**src/rtl/bit_serializer_pkg.sv**
```systemverilog
`default_nettype none
// ============================================================================
// Module   : bit_serializer_pkg
// Purpose  : Shared state encoding and serial frame length for bit_serializer.
// Revision : 1.0
// ============================================================================
package bit_serializer_pkg;

    localparam logic [2:0] ST_IDLE  = 3'b001;
    localparam logic [2:0] ST_SHIFT = 3'b010;
    localparam logic [2:0] ST_GAP   = 3'b100;

    // Serial frame length: data bits plus the optional trailing parity bit.
    function automatic int calc_nbits(input int width);
`ifdef BIT_SERIALIZER_PARITY_EN
        return width + 1;
`else
        return width;
`endif
    endfunction

endpackage
`default_nettype wire

```
**src/rtl/ser_gap_timer.sv**
```systemverilog
`default_nettype none
// ============================================================================
// Module   : ser_gap_timer
// Purpose  : Loadable down-counter; o_done is high during the last counted cycle.
// Revision : 1.0
// ============================================================================
module ser_gap_timer #(
    parameter int CYCLES = 1
) (
    input  logic clk,
    input  logic rst,
    input  logic i_load,
    output logic o_done
);

    localparam int              CW       = (CYCLES > 0) ? $clog2(CYCLES + 1) : 1;
    localparam logic [CW-1:0]   c_LOAD   = CW'(CYCLES);
    localparam logic [CW-1:0]   c_ONE    = CW'(1);

    logic [CW-1:0] r_count;

    always_ff @(posedge clk or posedge rst) begin
        if (rst) begin
            r_count <= '0;
        end else if (i_load) begin
            r_count <= c_LOAD;
        end else if (r_count != '0) begin
            r_count <= r_count - c_ONE;
        end
    end

    assign o_done = (r_count == c_ONE);

endmodule
`default_nettype wire

```
**src/rtl/bit_serializer.sv**
```systemverilog
`default_nettype none
// ============================================================================
// Module   : bit_serializer
// Purpose  : Parallel-to-serial front end for the 101 detector; optional even
//            parity bit when BIT_SERIALIZER_PARITY_EN is defined.
// Revision : 1.0
// ============================================================================
module bit_serializer
    import bit_serializer_pkg::*;
#(
    parameter int WIDTH      = 8,
    parameter int MSB_FIRST  = 1,
    parameter int GAP_CYCLES = 0
) (
    input  logic             clk,
    input  logic             rst,
    input  logic [WIDTH-1:0] in_data,
    input  logic             in_valid,
    output logic             in_ready,
    output logic             ser_bit,
    output logic             ser_valid,
    output logic             busy
);

    localparam int            NBITS      = calc_nbits(WIDTH);
    localparam int            CW         = $clog2(NBITS + 1);
    localparam logic [CW-1:0] c_CNT_LOAD = CW'(NBITS);
    localparam logic [CW-1:0] c_CNT_LAST = CW'(1);

    logic [2:0]       r_state;
    logic [NBITS-1:0] r_shift;
    logic [CW-1:0]    r_cnt;
    logic             r_ser_bit;
    logic             r_ser_valid;

    logic [WIDTH-1:0] w_data_ord;
    logic [NBITS-1:0] w_frame;
    logic             w_last;
    logic             w_in_ready;
    logic             w_accept;
    logic             w_gap_done;

    // w_data_ord holds the word with its first transmitted bit at the MSB.
    generate
        if (MSB_FIRST != 0) begin : g_msb_first
            assign w_data_ord = in_data;
        end else begin : g_lsb_first
            for (genvar gi = 0; gi < WIDTH; gi++) begin : g_rev
                assign w_data_ord[gi] = in_data[WIDTH-1-gi];
            end
        end
    endgenerate

`ifdef BIT_SERIALIZER_PARITY_EN
    assign w_frame = {w_data_ord, ^in_data};
`else
    assign w_frame = w_data_ord;
`endif

    assign w_last     = (r_state == ST_SHIFT) && (r_cnt == c_CNT_LAST);
    assign w_in_ready = !rst && ((r_state == ST_IDLE) || (w_last && (GAP_CYCLES == 0)));
    assign w_accept   = in_valid && w_in_ready;

    generate
        if (GAP_CYCLES > 0) begin : g_gap
            ser_gap_timer #(
                .CYCLES (GAP_CYCLES)
            ) u_gap_timer (
                .clk    (clk),
                .rst    (rst),
                .i_load (w_last),
                .o_done (w_gap_done)
            );
        end else begin : g_no_gap
            assign w_gap_done = 1'b0;
        end
    endgenerate

    // An accept is only possible in IDLE or on the last bit, so it overrides the state step.
    always_ff @(posedge clk or posedge rst) begin
        if (rst) begin
            r_state     <= ST_IDLE;
            r_shift     <= '0;
            r_cnt       <= '0;
            r_ser_bit   <= 1'b0;
            r_ser_valid <= 1'b0;
        end else if (w_accept) begin
            r_state     <= ST_SHIFT;
            r_ser_bit   <= w_frame[NBITS-1];
            r_ser_valid <= 1'b1;
            r_shift     <= w_frame << 1;
            r_cnt       <= c_CNT_LOAD;
        end else begin
            case (r_state)
                ST_IDLE: begin
                    r_ser_bit   <= 1'b0;
                    r_ser_valid <= 1'b0;
                end
                ST_SHIFT: begin
                    if (!w_last) begin
                        r_ser_bit <= r_shift[NBITS-1];
                        r_shift   <= r_shift << 1;
                        r_cnt     <= r_cnt - c_CNT_LAST;
                    end else begin
                        r_state     <= (GAP_CYCLES > 0) ? ST_GAP : ST_IDLE;
                        r_ser_bit   <= 1'b0;
                        r_ser_valid <= 1'b0;
                        r_shift     <= '0;
                        r_cnt       <= '0;
                    end
                end
                ST_GAP: begin
                    if (w_gap_done) begin
                        r_state <= ST_IDLE;
                    end
                end
                default: begin
                    r_state     <= ST_IDLE;
                    r_ser_bit   <= 1'b0;
                    r_ser_valid <= 1'b0;
                end
            endcase
        end
    end

    assign in_ready  = w_in_ready;
    assign ser_bit   = r_ser_bit;
    assign ser_valid = r_ser_valid;
    assign busy      = r_state[1] | r_state[2];

endmodule
`default_nettype wire

```
**config.mk**
```make
export PLATFORM = sky130hd
export DESIGN_NAME = bit_serializer
export DESIGN_NICKNAME = d
export VERILOG_FILES = /design/src/rtl/bit_serializer_pkg.sv /design/src/rtl/ser_gap_timer.sv /design/src/rtl/bit_serializer.sv
export SDC_FILE = /design/constraint.sdc
export NUM_CORES = 1
export LEC_CHECK = 0
export ABC_CLOCK_PERIOD_IN_PS = 4900
export CAP_MARGIN = 20
export CORE_MARGIN = 5
export CORE_UTILIZATION = 40
export DETAILED_ROUTE_END_ITERATION = 8
export GPL_ROUTABILITY_DRIVEN = 0
export PLACE_DENSITY_LB_ADDON = 0.25
export SETUP_SLACK_MARGIN = 0.5
export SLEW_MARGIN = 20
export SYNTH_ARGS = -nofsm -noshare
export SYNTH_HDL_FRONTEND = slang
export SYNTH_SLANG_ARGS = --single-unit
```
**constraint.sdc**
```tcl
create_clock -name clk -period 4.9 [get_ports clk]
set_input_delay 0.98 -clock clk [delete_from_list [all_inputs] [get_ports clk]]
set_output_delay 0.98 -clock clk [all_outputs]
set_load 0.005 [all_outputs]
```
Word-level counts from Yosys, hierarchy flattened --
Cells that the tools add are included.
Operators by class: bitwise logic cells 1, equality and inequality tests 7, reduce and logical (&&, ||, !) cells 9, muxes and demuxes 15, add/sub/neg operators 1
Operator list (count):
- 8-bit two-way mux | 3
- 4-bit two-way mux | 3
- 3-bit two-way mux | 2
- 3-bit case mux with 2 select lines | 1
- 4-bit by 1-bit == test with 1-bit output, second input constant | 1
- 1-bit two-way mux | 4
- 1-bit case mux with 2 select lines | 2
- 2-bit AND reduction | 2
- 4-bit by 1-bit subtractor with 4-bit output, second input constant | 1
- 3-bit by 1-bit == test with 1-bit output, second input constant | 1
- 3-bit by 2-bit == test with 1-bit output, second input constant | 1
- 3-bit == test, second input constant | 1
- 1-bit logical AND | 3
- 3-bit inequality test, second input constant | 1
- 2-bit by 1-bit inequality test with 1-bit output, second input constant | 1
- 2-bit inequality test, second input constant | 1
- 2-bit nonzero test | 1
- 2-bit OR reduction | 1
- 1-bit logical NOT | 1
- 1-bit logical OR | 1
- 1-bit OR | 1
Word-level totals: register bits after elaboration 17, input port bits 11, word-level logic and storage cells 38, output and inout port bits 4

Longest topological paths before layout --
Gate-level depths: netlist of the first run.
depth in word-level cells 7, gate-level depth with buffers 6, gate-level depth less buffers 5

Worst setup path before layout of the first run --
Ideal clock, no wire load.
path kind input -> output, from input rst, to output in_ready, path slack 2652 ps, required time 3920 ps, cell stages on the path 2, arrival time 1268 ps, buffers on the path 1, path through clkbuf_1 -> a21oi_1
Between the ends: cells in the longest elaborated chain, start to end 2
Ends and longest elaborated chain:
- start, declared | RTL line bit_serializer.sv:16 | input logic rst,
- 1-bit logical NOT (no source line)
- 1-bit logical AND | RTL line bit_serializer.sv:61 | assign w_in_ready = !rst && ((r_state == ST_IDLE) || (w_last && (GAP_CYCLES == 0)));
- end, declared | RTL line bit_serializer.sv:19 | output logic in_ready,
No other way between the ends.

Final worst setup path of the first run --
from register r_state[1], to output in_ready
Between the ends: cells in the longest elaborated chain, start to end 4, elaborated cells between the ends (all ways) 5, those cells by class eq/ne: 2; reduce/logical: 3
Ends and longest elaborated chain:
- start, declared | RTL line bit_serializer.sv:30 | logic [2:0] r_state;
- start signal, assigned | RTL line bit_serializer.sv:105 | r_state <= (GAP_CYCLES > 0) ? ST_GAP : ST_IDLE;
- 3-bit by 2-bit == test with 1-bit output | RTL line bit_serializer.sv:60 | assign w_last = (r_state == ST_SHIFT) && (r_cnt == c_CNT_LAST);
- 1-bit logical AND | RTL line bit_serializer.sv:60
- 1-bit logical OR * | RTL line bit_serializer.sv:61
- 1-bit logical AND * | RTL line bit_serializer.sv:61
Mark *: on every way between the ends. The rest lies on a longest branch, timed or not.

==> results of run 1 <==
## flip-flops by register name (all words and copies together), names as in the netlist
register   flops
r_cnt          4
r_shift        7
r_state        2
ser_bit        1
ser_valid      1
## metrics by stage
| step | total power (W) | instance area (sq um) | std cells |
|---|---|---|---|
| 2_1_floorplan | 0.000258 | 1030 | 109 |
| 3_3_place_gp | 0.000290 | 1170 | 144 |
| 3_5_place_dp | 0.000294 | 1170 | 144 |
| 4_1_cts | 0.000367 | 1200 | 148 |
| 5_1_grt | 0.000392 | 1200 | 148 |
| 6_report | 0.000366 | 1200 | 148 |
## area by class of cell
cell class | instances | area share [%]
multi-input combinational | 81 | 50.2
clock buffer | 3 | 1.88
tap | 30 | 3.13
sequential | 15 | 31.4
inverter | 4 | 1.25
timing repair buffer | 14 | 11.7
clock inverter | 1 | 0.418
## worst max path at each step
stage / end / slack (ns) / cells past startpoint / start
final: in_ready / 1.25 / 4 / r_state[1]$_DFFE_PP0P_
after global routing: in_ready / 1.01 / 4 / r_state[1]$_DFFE_PP0P_
after CTS: in_ready / 1.28 / 4 / r_state[1]$_DFFE_PP0P_
after detailed placement: in_ready / 1.61 / 4 / r_state[1]$_DFFE_PP0P_
after global placement: in_ready / 1.65 / 4 / r_state[1]$_DFFE_PP0P_
after floorplan: in_ready / 2.65 / 2 / rst
## logic make-up after synthesis
group	count (synthesis)	share of synthesized area, %
mux	4	3.89
simple gates	48	31.8
buf+inv	13	4.98
fa+ha+maj	2	2.43
flops	15	36.6
compound gates	27	20.3
## cells in the mapped netlist (3+ instances only)
library cell,instances,area [sq um]
a2111o_1,6,67.6
a21boi_0,6,45.0
a21oi_1,3,15.0
and3_1,3,18.8
and3_2,5,37.5
clkbuf_1,7,26.3
dfrtp_1,14,350
inv_1,4,15.0
mux2i_1,4,40.0
nand2_1,11,41.3
nand2b_1,3,18.8
nor3b_1,5,37.5
o21ai_0,3,15.0
o22ai_1,3,18.8
or4bb_1,6,67.6
## per-layer routing
metal,vias up,track usage (%),wire length [microns]
li1,429,-,-
met1,439,20.0,1180
met2,24,22.6,1120
met3,2,3.19,127
met4,0,5.88,17
met5,-,0,0
## where the power goes
part	internal [W]	switching, W
Combinational	0.0000624	0.0000426
Sequential	0.000153	0.0000352
Clock	0.0000303	0.0000425
Total	0.000246	0.000120
## worst reg2reg max path: cells and delay by family, from the launching register on
family             cells  cell delay, ns
AOI/OAI and AO/OA      1            0.20
and+or+nand+nor        2            1.10
DFF                    1            0.92
==> results.toml, run 1 <==
[synth]
avgSynthCellArea_sq_um = 9.45
ys_seq_area_share_pct = 36.6
syn_inst = 109
syn-num-nets = 122
synth_seq_cells = 15
ys_types = 33
synth-async-reset-ratio_pct = 100
yosysWarningCount = 0
synthFlopType = "dfrtp_1"
synth-edff-count = 0
syn_area_sq_um = 1030

[sta]
hold_viol = 0
min_period_ns = 3.65
tns_ns = 0
drv_slew = 0
layout_setup_ws_ns = 1.25
rsz0062_at_grt = "false"
slew_headroom_pct = 42.8
fin_crit_sh_pct = 74.6
fmax_mhz = 274
clock_skew_ns = 0.00164
worst_slew_pin_slew_ns = 0.858
hold_slack_ns = 0.589
setup_violations = 0

[final_layout]
n_fill_cell = 243
syn2layout_area_growth_pct = 16.4
multi_input_area_sq_um = 602
seq_area_sq_um = 377
final_cell_mix = "clkdlybuf4s50_1 (14), dfrtp_1 (14), nand2_1 (11)"
n_antenna_cell = 0
final_util_pct = 48.4
layout.nets = 132
drive_above_1_share_pct = 10.2

[flow_run]
max-cap-violations = 0

[clock_network]
hold_buffers = 0
cts_tree = "built"
root_buffer = "clkbuf_4"
cts_sinks = 15
postCtsSetupBuffers = 0
worstSkewPairLatency_ns = 0.28
postCtsResizedCells = 0
cts_max_level = 1
cts_buffers = 3
cts.path.max_buffers = 2
clkSlewWorstSetupHoldPaths_ns = 0.10

[die]
coreArea_sq_um = 2480
die_area_sq_um = 3690
die_w_microns = 60.7
pin_count = 15
dieHeight_microns = 60.7
fp-row-count = 18
initial_utilization_pct = 41.6

[route]
drc = 0
viasPerCell = 6.04
wl_per_cell_microns = 16.5
ant_nets = 0
vias = 894
dr.first_iter.drc_count = 25
totalWireLength_microns = 2440
drt_pass1_iterations = 4

[critical_path]
crit_slowest_cell = "dfrtp_1"
cpPeakStageDelay_ns = 0.92
r2r_cells = 3
r2r-start = "r_state[1]$_DFFE_PP0P_"
rrSetupSlack_ns = 2.62
cp-end-kind = "output pin"
worstPathBufferInverterCount = 1
crit_path_max_fanout = 30
cp_data_required_time_ns = 3.92
cp-start-kind = "flop"
cp_cell_sequence = "nor2b_1 -> nand2_1 -> a21oi_1 -> clkdlybuf4s50_1"
r2r-end = "r_shift[3]$_DFFE_PP0P_"
worstPathArrival_ns = 2.67
cpLargestDelayFamily = "flip-flops"
path_class = "reg2out"

[worst_hold_path]
whs_path_depth = 1
hold_end = "r_cnt[2]$_DFFE_PP0P_"
hold_class = "reg2reg"
hold_start = "r_cnt[2]$_DFFE_PP0P_"

[run_status]
outcome = "completed"

[global_routing]
grt.total_usage_pct = 14.7
gr-total-overflow = 0
grt_max_degree = 31
grt_pass1_wl_microns = 4020
grt_pass1_vias = 889
antenna_found_initial = 0

[power]
p_per_area_nw_per_um2 = 305
vdd_ir_drop_max_v = 0.000170
leakagePower_nw = 0.527

[place]
dp_slack_ns = 1.61
io_buffers = 14
hpwlAfterDp_microns = 1620
No activity file was read; power rests on OpenSTA's default activity.
==> run 2: changes to the inputs <==
--- a/config.mk
+++ b/config.mk
@@ -5,7 +5,7 @@
 export SDC_FILE = /design/constraint.sdc
 export NUM_CORES = 1
 export LEC_CHECK = 0
-export ABC_CLOCK_PERIOD_IN_PS = 4900
+export ABC_CLOCK_PERIOD_IN_PS = 3500
 export CAP_MARGIN = 20
 export CORE_MARGIN = 5
 export CORE_UTILIZATION = 40
==> constraint.sdc (replaced) <==
create_clock -name clk -period 3.5 [get_ports clk]
set_input_delay 0.7 -clock clk [delete_from_list [all_inputs] [get_ports clk]]
set_output_delay 0.7 -clock clk [all_outputs]
set_load 0.005 [all_outputs]
==> run 2 against run 1 <==
Net effect:
- routed wire length rose by 3.8%
- clock-buffer cell count did not move
- setup slack got worse by 0.49 ns
- hold slack got worse by 0.013 ns
- clock power rose by 44%
- register-to-register slack got worse by 1.0 ns
- power rose by 42%
- utilization rose by 0.71 points
- flip-flop and latch count did not move
- combinational power rose by 52%
- critical path type unchanged
- critical endpoint unchanged
- largest cell class unchanged
==> results.toml, run 2 (same netlist as run 1, synthesis figures left out) <==
[sta]
setup_violations = 0
worst_slew_pin_slew_ns = 0.611
slew_headroom_pct = 59.2
hold_viol = 0
tns_ns = 0
rsz0062_at_grt = "false"
hold_slack_ns = 0.575
clock_skew_ns = 0.00321
drv_slew = 0
min_period_ns = 2.74
fmax_mhz = 365
fin_crit_sh_pct = 78.3

[critical_path]
cp-end-kind = "output pin"
worstPathBufferInverterCount = 3
cpPeakStageDelay_ns = 0.52
cpLargestDelayFamily = "buffers and inverters"
worstPathArrival_ns = 2.04
path_class = "reg2out"
crit_slowest_cell = "clkdlybuf4s50_1"
crit_path_max_fanout = 7
cp_data_required_time_ns = 2.80
cp-start-kind = "flop"
cp_cell_sequence = "inv_1 -> ha_1 -> nor3b_2 -> buf_4 -> nand2_1 -> a21oi_1 -> clkdlybuf4s50_1"

[clock_network]
cts.path.max_buffers = 2
root_buffer = "clkbuf_4"
cts_sinks = 15
cts_tree = "built"
hold_buffers = 0
worstSkewPairLatency_ns = 0.29
clkSlewWorstSetupHoldPaths_ns = 0.10
cts_max_level = 1
cts_buffers = 3

[final_layout]
drive_above_1_share_pct = 12.5
largest_register_ffs = 7
n_fill_cell = 245
biggestRegsByFlops = "r_shift: 7 flops, r_cnt: 4 flops, r_state: 2 flops"
multi_input_area_sq_um = 604
final_cell_mix = "clkdlybuf4s50_1 (14), dfrtp_1 (14), nand2_1 (11)"
layout.nets = 134
syn2layout_area_growth_pct = 18.1
n_antenna_cell = 0
seq_area_sq_um = 377
regMostFlops = "r_shift"

[die]
die_area_sq_um = 3690
fp-row-count = 18
pin_count = 15
coreArea_sq_um = 2480
initial_utilization_pct = 41.6
die_w_microns = 60.7
dieHeight_microns = 60.7

[route]
drt_pass1_iterations = 4
viasPerCell = 5.97
drc = 0
ant_nets = 0
wl_per_cell_microns = 16.9
dr.first_iter.drc_count = 13
vias = 896
totalWireLength_microns = 2530

[global_routing]
antenna_found_initial = 0
grt_pass1_wl_microns = 4280
grt.total_usage_pct = 15.6
grt_pass1_vias = 941
gr-total-overflow = 0
grt_max_degree = 30

[worst_hold_path]
hold_class = "reg2reg"

[power]
leakagePower_nw = 0.538
p_per_area_nw_per_um2 = 426
vdd_ir_drop_max_v = 0.000308

[place]
hpwlAfterDp_microns = 1680
io_buffers = 14

[run_status]
outcome = "completed"

[flow_run]
max-cap-violations = 0
-- run 2: cell types whose count changed in the layout (fill, tap and decap cells not counted), sizes merged --
| cell | change |
|---|---|
| buf | +2 |
-- run 2: routing by layer --
layer | track usage [%] | vias to the layer above | wire length (microns)
met5 | 0 | - | 0
met4 | 6.50 | 0 | 37
met3 | 2.13 | 4 | 86
met2 | 25.8 | 20 | 1260
met1 | 20.4 | 438 | 1150
li1 | - | 434 | -
-- run 2: per-stage QoR --
step	instances	total power [W]	setup slack, ns	cell area [sq um]	utilization, %
floorplan	109	0.000361	1.61	1030	-
global placement	146	0.000409	0.817	1190	47.9
detailed placement	146	0.000415	0.807	1190	47.9
CTS	150	0.000522	0.608	1210	49.0
global route	150	0.000555	0.606	1220	49.1
finish	150	0.000518	0.760	1220	49.1
-- run 2: area by class of cell --
| type | instances | share of cell area, % |
|---|---|---|
| clock buffer | 3 | 1.85 |
| multi-input combinational | 81 | 49.7 |
| inverter | 4 | 1.23 |
| clock inverter | 1 | 0.412 |
| sequential | 15 | 31.0 |
| timing repair buffer | 16 | 12.8 |
| tap | 30 | 3.09 |
-- run 2: timing repair --
action	CTS	global route
setup endpoints to repair	0	1
setup buffers	0	0
endpoints found under the hold margin	0	0
resized for setup	0	1
-- run 2: path summary, 6_finish.rpt --
check | from | to | slack, ns | depth (start not counted)
min in group asynchronous | rst | r_shift[3]$_DFFE_PP0P_ | 1.06 | 2
max in group asynchronous | rst | ser_valid$_DFFE_PP0P_ | 2.04 | 2
setup reg to reg | r_cnt[1]$_DFFE_PP0P_ | r_shift[7]$_DFFE_PP0P_ | 1.60 | 5
setup / recovery | r_cnt[1]$_DFFE_PP0P_ | in_ready | 0.76 | 7
hold reg to reg | r_cnt[2]$_DFFE_PP0P_ | r_cnt[2]$_DFFE_PP0P_ | 0.58 | 1
hold / removal | r_cnt[2]$_DFFE_PP0P_ | r_cnt[2]$_DFFE_PP0P_ | 0.58 | 1
-- run 2: report_power, final --
part	internal [W]	total (W)	switching [W]	leakage [nW]
logic	0.0000892	0.000160	0.0000706	0.333
registers	0.000214	0.000254	0.0000392	0.187
clock network	0.0000425	0.000105	0.0000624	0.0177
total	0.000346	0.000518	0.000172	0.538
-- run 2: worst reg2reg max path: stages, from the launching register on --
cell,delay [ns]
dfrtp_1,0.42
inv_1,0.09
ha_1,0.17
or3b_1,0.49
and3_1,0.24
a2111o_1,0.38
==> run 3: changes to the inputs <==
--- a/config.mk
+++ b/config.mk
@@ -5,7 +5,7 @@
 export SDC_FILE = /design/constraint.sdc
 export NUM_CORES = 1
 export LEC_CHECK = 0
-export ABC_CLOCK_PERIOD_IN_PS = 3500
+export ABC_CLOCK_PERIOD_IN_PS = 2860
 export CAP_MARGIN = 20
 export CORE_MARGIN = 5
 export CORE_UTILIZATION = 40
==> constraint.sdc (replaced) <==
create_clock -name clk -period 2.86 [get_ports clk]
set_input_delay 0.572 -clock clk [delete_from_list [all_inputs] [get_ports clk]]
set_output_delay 0.572 -clock clk [all_outputs]
set_load 0.005 [all_outputs]
==> run 3 against run 2 <==
Net effect:
- critical path depth shrank 1
- first-iteration DRC count grew 46%
- utilization increased by 1.4 points
- combinational power is 34% higher
- non-clock buffer count is 5 higher
- clock-buffer cell count is the same
- via count increased by 2.5%
- setup slack got worse by 0.087 ns
- sequential power is 20% higher
- largest power group unchanged
==> results.toml, run 3 (same netlist as run 1, synthesis figures left out) <==
[clock_network]
cts.path.max_buffers = 2
clkSlewWorstSetupHoldPaths_ns = 0.10
cts_max_level = 1
root_buffer = "clkbuf_4"
cts_sinks = 15
cts_tree = "built"
worstSkewPairLatency_ns = 0.28
hold_buffers = 0
cts_buffers = 3

[route]
totalWireLength_microns = 2570
drc = 0
dr.first_iter.drc_count = 19
wl_per_cell_microns = 16.6
viasPerCell = 5.92
vias = 918
drt_pass1_iterations = 4
ant_nets = 0

[run_status]
outcome = "completed"

[final_layout]
syn2layout_area_growth_pct = 21.4
layout.nets = 139
largest_register_ffs = 7
regMostFlops = "r_shift"
n_fill_cell = 259
biggestRegsByFlops = "r_shift: 7 flops, r_cnt: 4 flops, r_state: 2 flops"
drive_above_1_share_pct = 15.2
n_antenna_cell = 0
final_common_cell = "dfrtp_1"
final_cell_mix = "dfrtp_1 (14), clkdlybuf4s50_1 (13), nand2_1 (11)"

[critical_path]
cpPeakStageDelay_ns = 0.39
cpLargestDelayFamily = "flip-flops"
cp-end-kind = "output pin"
r2r-end = "r_shift[2]$_DFFE_PP0P_"
cp-startpoint = "r_cnt[1]$_DFFE_PP0P_"
crit_path_max_fanout = 3
worstPathBufferInverterCount = 2
cp_data_required_time_ns = 2.29
cp_cell_sequence = "inv_1 -> ha_1 -> nor3b_2 -> nand2_1 -> a21oi_1 -> dlygate4sd2_1"
rrSetupSlack_ns = 0.99
worstPathArrival_ns = 1.62
r2r_cells = 4
r2r-start = "r_state[0]$_DFFE_PP1P_"
crit_slowest_cell = "dfrtp_1"
cp-start-kind = "flop"
path_class = "reg2out"

[sta]
slew_headroom_pct = 59.2
fmax_mhz = 457
hold_viol = 0
clock_skew_ns = 0.00268
setup_violations = 0
drv_slew = 0
worst_slew_pin_slew_ns = 0.611
hold_slack_ns = 0.578
rsz0062_at_grt = "false"
min_period_ns = 2.19
tns_ns = 0
fin_crit_sh_pct = 76.5
layout_setup_ws_ns = 0.673

[global_routing]
antenna_found_initial = 0
gr-total-overflow = 0
grt_pass1_vias = 920
grt_max_degree = 30
grt_pass1_wl_microns = 4280
grt.total_usage_pct = 15.6

[place]
io_buffers = 14
dp_slack_ns = 0.557
hpwlAfterDp_microns = 1800

[worst_hold_path]
hold_class = "reg2reg"
hold_end = "r_cnt[2]$_DFFE_PP0P_"
whs_path_depth = 1
hold_start = "r_cnt[2]$_DFFE_PP0P_"

[die]
dieHeight_microns = 60.7
pin_count = 15
coreArea_sq_um = 2480
die_area_sq_um = 3690
initial_utilization_pct = 41.6
fp-row-count = 18
die_w_microns = 60.7

[flow_run]
max-cap-violations = 0

[power]
p_per_area_nw_per_um2 = 517
leakagePower_nw = 0.566
vdd_ir_drop_max_v = 0.000398
-- run 3: routing by layer --
layer  wire length, microns  track usage (%)
met2                   1250             25.3
met5                      0                0
met1                   1220             20.9
met4                     19             5.26
met3                     92             2.77
-- run 3: final cells by class --
cell class	instances	area [sq um]	area share, %
clock buffer	3	22.5	1.80
clock inverter	1	5.00	0.400
inverter	4	15.0	1.20
multi-input combinational	81	602	48.1
sequential	15	377	30.1
tap	30	37.5	3.00
timing repair buffer	21	191	15.3
-- run 3: what timing repair did --
| action | 4_1_cts | 5_1_grt |
|---|---|---|
| resized for setup | 1 | 0 |
| setup endpoints to repair | 1 | 0 |
| buffers inserted | 2 | 0 |
-- run 3: power by group --
part	leakage, nW	internal [W]	switching, W
combinational	0.361	0.000119	0.0000955
sequential	0.187	0.000262	0.0000425
clock	0.0177	0.0000519	0.0000759
total	0.566	0.000433	0.000214
-- run 3: worst max-delay path by stage --
stage	to	slack [ns]	cells past startpoint
3_3_place_gp	in_ready	0.54	3
6_report	in_ready	0.67	6
2_1_floorplan	in_ready	1.10	5
4_1_cts	in_ready	0.65	6
5_1_grt	in_ready	0.50	6
3_5_place_dp	r_shift[2]$_DFFE_PP0P_	0.56	6
-- run 3: worst register-to-register path, delay by kind of cell (launching register included) --
family                 cells  cell delay (ns)
buffers and inverters      1             0.19
flip-flops                 1             0.71
AO/OA/AOI/OAI              1             0.46
AND/OR/NAND/NOR            2             0.40
-- run 3: stage by stage --
stage               std cells  area [sq um]  util [%]  total power (W)
CTS                       155          1250      50.5         0.000652
global placement          149          1210      48.8         0.000503
floorplan                 109          1030         -         0.000442
detailed placement        149          1210      48.8         0.000513
finish                    155          1250      50.5         0.000647
global route              155          1250      50.5         0.000693
==> variant 1: new RTL, flow settings as in run 1 <==
Build with the macro `BIT_SERIALIZER_PARITY_EN` defined.
--- a/src/rtl/bit_serializer_pkg.sv
+++ b/src/rtl/bit_serializer_pkg.sv
@@ -4,6 +4,8 @@
 // Purpose  : Shared state encoding and serial frame length for bit_serializer.
 // Revision : 1.0
 // ============================================================================
+`define BIT_SERIALIZER_PARITY_EN
+
 package bit_serializer_pkg;
 
     localparam logic [2:0] ST_IDLE  = 3'b001;
Behaviour: not the same (Yosys sat finds a counterexample within 10 cycles, from zero or initial values and one cycle with rst high).
==> variant 1 against run 1 <==
- area after synthesis shrank 17%
- power shrank 2.8%
- non-clock buffer count is the same
- via count shrank 23%
- sequential cell count grew 1
- final area shrank 12%
- worst setup slack gained 530 ps
- clock power grew 19%
- routed wire length shrank 28%
- global-route usage shrank 2.6 points
- synthesized cell count shrank 24%
- fmax grew 17%
==> variant 1: results (changes against run 1) <==
Cells and area
  • Sequential standard cell area: 402 um2 (was 377 um2)
  • Buffering overhead: 13.3% (was 11.7%)
  • Area of the multi-input gates: 430 um2 (was 602 um2)
  • Fillers: 183 (was 243)
  • Sequential cell area share: 38.0% (was 31.4%)
  • Layout clock buffers: 4 (was 3)
  • Top flop regs: r_shift: 8 flops, r_cnt: 4 flops, r_state: 2 flops (was r_shift: 7 flops, r_cnt: 4 flops, r_state: 2 flops)
  • Clock-cell share: 3.43% (was 2.30%)
  • Multi-input gate count: 62 (was 81)

Route
  • Final wirelength: 1.75 mm (was 2.44 mm)
  • Via density: 5.40 (was 6.04)
  • Iter 0 DRT Violations: 16 (was 25)

Worst setup path
  • Worst r2r src: r_cnt[1] (was r_state[1])
  • Crit path max fanout: 10 (was 30)
  • FF-to-FF End: r_shift[4] (was r_shift[3])

Status
  • Status: complete, no violations (unchanged)

STA
  • Clock skew: 5.01 ps (was 1.64 ps)
  • Final hold slack: 491 ps (was 589 ps)

GRT
  • Vias in the first global route: 678 (was 889)
  • Largest net degree at the start of global routing: 17 (was 31)
  • GRT Total Usage: 12.1% (was 14.7%)
  • First-pass GRT wire length: 3.00 mm (was 4.02 mm)

Synthesis
  • Synth top cells by count: dfrtp_1, nand2_1, o21ai_1 (was dfrtp_1, nand2_1, clkbuf_1)
  • Sequential fraction of the synthesis area: 47.2% (was 36.6%)
  • Syn_nets: 96 (was 122)
  • Synth unique cells: 31 (was 33)

Power and ir drop
  • Maximum VDD drop: 177 uV (was 170 uV)
  • Combinational power share: 25.7% (was 28.7%)
  • Net Sw Frac: 28.6% (was 32.9%)

Place
  • DP HPWL: 1.36 mm (was 1.62 mm)
  • Placed cell area: 0.00102 mm2 (was 0.00117 mm2)

Worst hold path
  • Worst Min Path Start: ser_valid (was r_cnt[2])
variant 1: cell families (layout without fill, tap and decap cells):
logic type,Yosys count,count (layout),synth area share (%)
buf+inv,5,22,2.20
compound gates,27,27,22.4
flops,16,16,47.2
xor+xnor,7,7,7.21
fa+ha+maj,2,2,2.94
simple gates,26,26,18.1
variant 1: worst max-delay path: stages (launching register included):
cell	delay, ps
dfrtp_1	390
inv_1	90
ha_1	210
nor3b_2	360
a21oi_4	170
nor2_1	120
clkdlybuf4s50_1	510
variant 1: per-stage QoR:
step	setup WS (ps)	std cells	util, %
after floorplan	2780	83	-
after global placement	1880	123	51.0
after detailed placement	1860	123	51.0
after CTS	1740	127	52.8
after global routing	1590	127	52.8
final	1770	127	52.8
variant 1: layer usage:
metal | track usage, % | vias to the layer above | part of all wire [%]
li1 | - | 330 | -
met1 | 13.9 | 327 | 43
met2 | 19.5 | 27 | 48
met3 | 5.10 | 2 | 8.2
met4 | 5.08 | 0 | 0.80
met5 | 0 | - | 0
==> variant 2: new RTL, config.mk and constraints of run 1 <==
Made on the original files. Make the reset (`rst`) synchronous in 2 clocked blocks.
--- a/src/rtl/ser_gap_timer.sv
+++ b/src/rtl/ser_gap_timer.sv
@@ -19,7 +19,7 @@
 
     logic [CW-1:0] r_count;
 
-    always_ff @(posedge clk or posedge rst) begin
+    always_ff @(posedge clk) begin
         if (rst) begin
             r_count <= '0;
         end else if (i_load) begin
--- a/src/rtl/bit_serializer.sv
+++ b/src/rtl/bit_serializer.sv
@@ -77,7 +77,7 @@
     endgenerate
 
     // An accept is only possible in IDLE or on the last bit, so it overrides the state step.
-    always_ff @(posedge clk or posedge rst) begin
+    always_ff @(posedge clk) begin
         if (rst) begin
             r_state     <= ST_IDLE;
             r_shift     <= '0;
Check against the original RTL: differs if rst is asserted again (counterexample within 4 cycles, from zero or initial values and one cycle with rst high); with rst held inactive, the same outputs for 10 cycles.
==> variant 2 against run 1 <==
- register-to-register slack better by 560 ps
- sequential share of layout area is 1.5 points lower
- routed wire length is 27% lower
- first-iteration DRC count is 4.0% higher
- hold slack worse by 110 ps
- final area is 16% lower
- non-clock buffer count is 2 higher
- via count is 16% lower
- area after synthesis is 19% lower
- count of clock-buffer cells in the layout is 1 higher
- largest cell class unchanged
- worst setup slack better by 270 ps
- sequential cell count stayed put
Power is not compared: it rests on default switching activity, and its combinational part moved more than twofold at a synthesized area within 25%.
==> variant 2: results (changes against run 1) <==
Cells and area
  • Final net count: 120 (was 132)
  • Layout Cells excl Fill: 133 (was 148)
  • Top flop regs: r_shift: 7 flops, r_cnt: 4 flops, r_state: 2 flops (unchanged)
  • Ant. Diodes: 0 (unchanged)
  • Fillers: 192 (was 243)
  • Fraction of layout cells with a size suffix above 1: 8.49% (was 10.2%)

Worst setup path
  • Arrival time at the worst endpoint: 2400 ps (was 2670 ps)
  • Crit path max fanout: 18 (was 30)
  • Reg-to-reg slack, setup: 3180 ps (was 2620 ps)

Route
  • Vias: 747 (was 894)
  • DRT Pass-1 Iters: 4 (unchanged)
  • Iter 0 DRT Violations: 26 (was 25)
  • Wirelength per Cell: 13.3 um (was 16.5 um)

Synthesis
  • Largest cells by area after synthesis: dfxtp_1, nand3_1, and4b_1, a41oi_1, a31oi_1 (was dfrtp_1, a2111o_1, or4bb_1, a21boi_0, nand2_1)
  • Yosys warnings: 0 (unchanged)
  • Syn_nets: 107 (was 122)
  • Synth top cells by count: nand3_1, dfxtp_1, a31oi_1 (was dfrtp_1, nand2_1, clkbuf_1)
  • FFs w/ async S/R, synth: 0% (was 100%)
  • Synth Instances: 94 (was 109)
  • Synth unique cells: 32 (was 33)
  • Sequential fraction of the synthesis area: 36.2% (was 36.6%)

Worst hold path
  • HP Class: flop to flop (unchanged)

STA
  • Slew @ Worst Pin: 580 ps (was 858 ps)
  • Clock skew: 9.89 ps (was 1.64 ps)
  • Final min period: 3380 ps (was 3650 ps)
  • Final hold slack: 480 ps (was 589 ps)

GRT
  • Vias in the first global route: 670 (was 889)
  • GRT Total Usage: 12.2% (was 14.7%)
  • First-pass GRT wire length: 3.10 mm (was 4.02 mm)
  • Largest net degree at the start of global routing: 19 (was 31)

CTS
  • CTS root buf: clkbuf_4 (unchanged)
  • Num CTS Buffers: 3 (unchanged)
  • Clock transition at path regs: 80 ps (was 100 ps)
  • Postcts setup bufs: 0 (unchanged)
  • Post-CTS Resized: 0 (unchanged)
  • Clk buf depth: 2 (unchanged)
  • Clock latency on the worst-skew pair: 290 ps
  • H-tree Lvls: 1 (unchanged)

Place
  • DP HPWL: 1.19 mm (was 1.62 mm)
  • Worst slack, placed: 1520 ps (was 1610 ps)
  • I/O Buffers: 14 (unchanged)

Power and ir drop
  • Maximum VDD drop: between 200 and 250 uV
  • Lkg Pwr: 0.359 nW

Status
  • Status: complete, no violations (unchanged)
variant 2: final cells by class:
type	count	area share, %
clock buffers	4	2.62
repair buffers	16	15.5
multi-input cells	66	46.8
well taps	27	3.37
inverters	5	1.87
flip-flops and latches	15	29.9
variant 2: path summary, 6_finish.rpt:
check / depth (start not counted) / to / from
max: 3 / in_ready / rst
min: 2 / ser_valid / ser_valid
max reg2reg: 4 / r_state[0] / r_cnt[0]
min reg2reg: 2 / ser_valid / ser_valid
variant 2: cells by family after synthesis:
group,share of synthesized area (%)
buffers and inverters,7.24
DFF,36.2
and+or+nand+nor,30.3
adders and majority gates,3.02
AOI/OAI and AO/OA,23.2
variant 2: report_power, final:
| group | total [mW] | internal, mW | leakage, nW | switching (mW) |
|---|---|---|---|---|
| combinational | 0.0455 | 0.0254 | 0.221 | 0.0201 |
| sequential | 0.137 | 0.129 | 0.123 | 0.00715 |
| clock | 0.0699 | 0.0316 | 0.0150 | 0.0383 |
| total | 0.252 | 0.186 | 0.359 | 0.0655 |
variant 2: worst max-delay path, stage by stage:
cell	delay (ps)
clkdlybuf4s50_1	700
nor2_1	200
clkdlybuf4s50_1	520
variant 2: per-layer routing:
layer / up-vias / share of wire, % / global-route usage [%]
met1: 338 / 49 / 16.8
li1: 394 / - / -
met4: 0 / 0.57 / 2.08
met2: 13 / 45 / 18.4
met3: 2 / 4.6 / 4.66
met5: - / 0 / 0
variant 2: stage by stage:
stage | utilization (%) | cell area (um2)
2_1_floorplan | - | 830
4_1_cts | 51.1 | 1000
3_5_place_dp | 49.8 | 977
5_1_grt | 51.1 | 1000
6_report | 51.1 | 1000
3_3_place_gp | 49.8 | 977
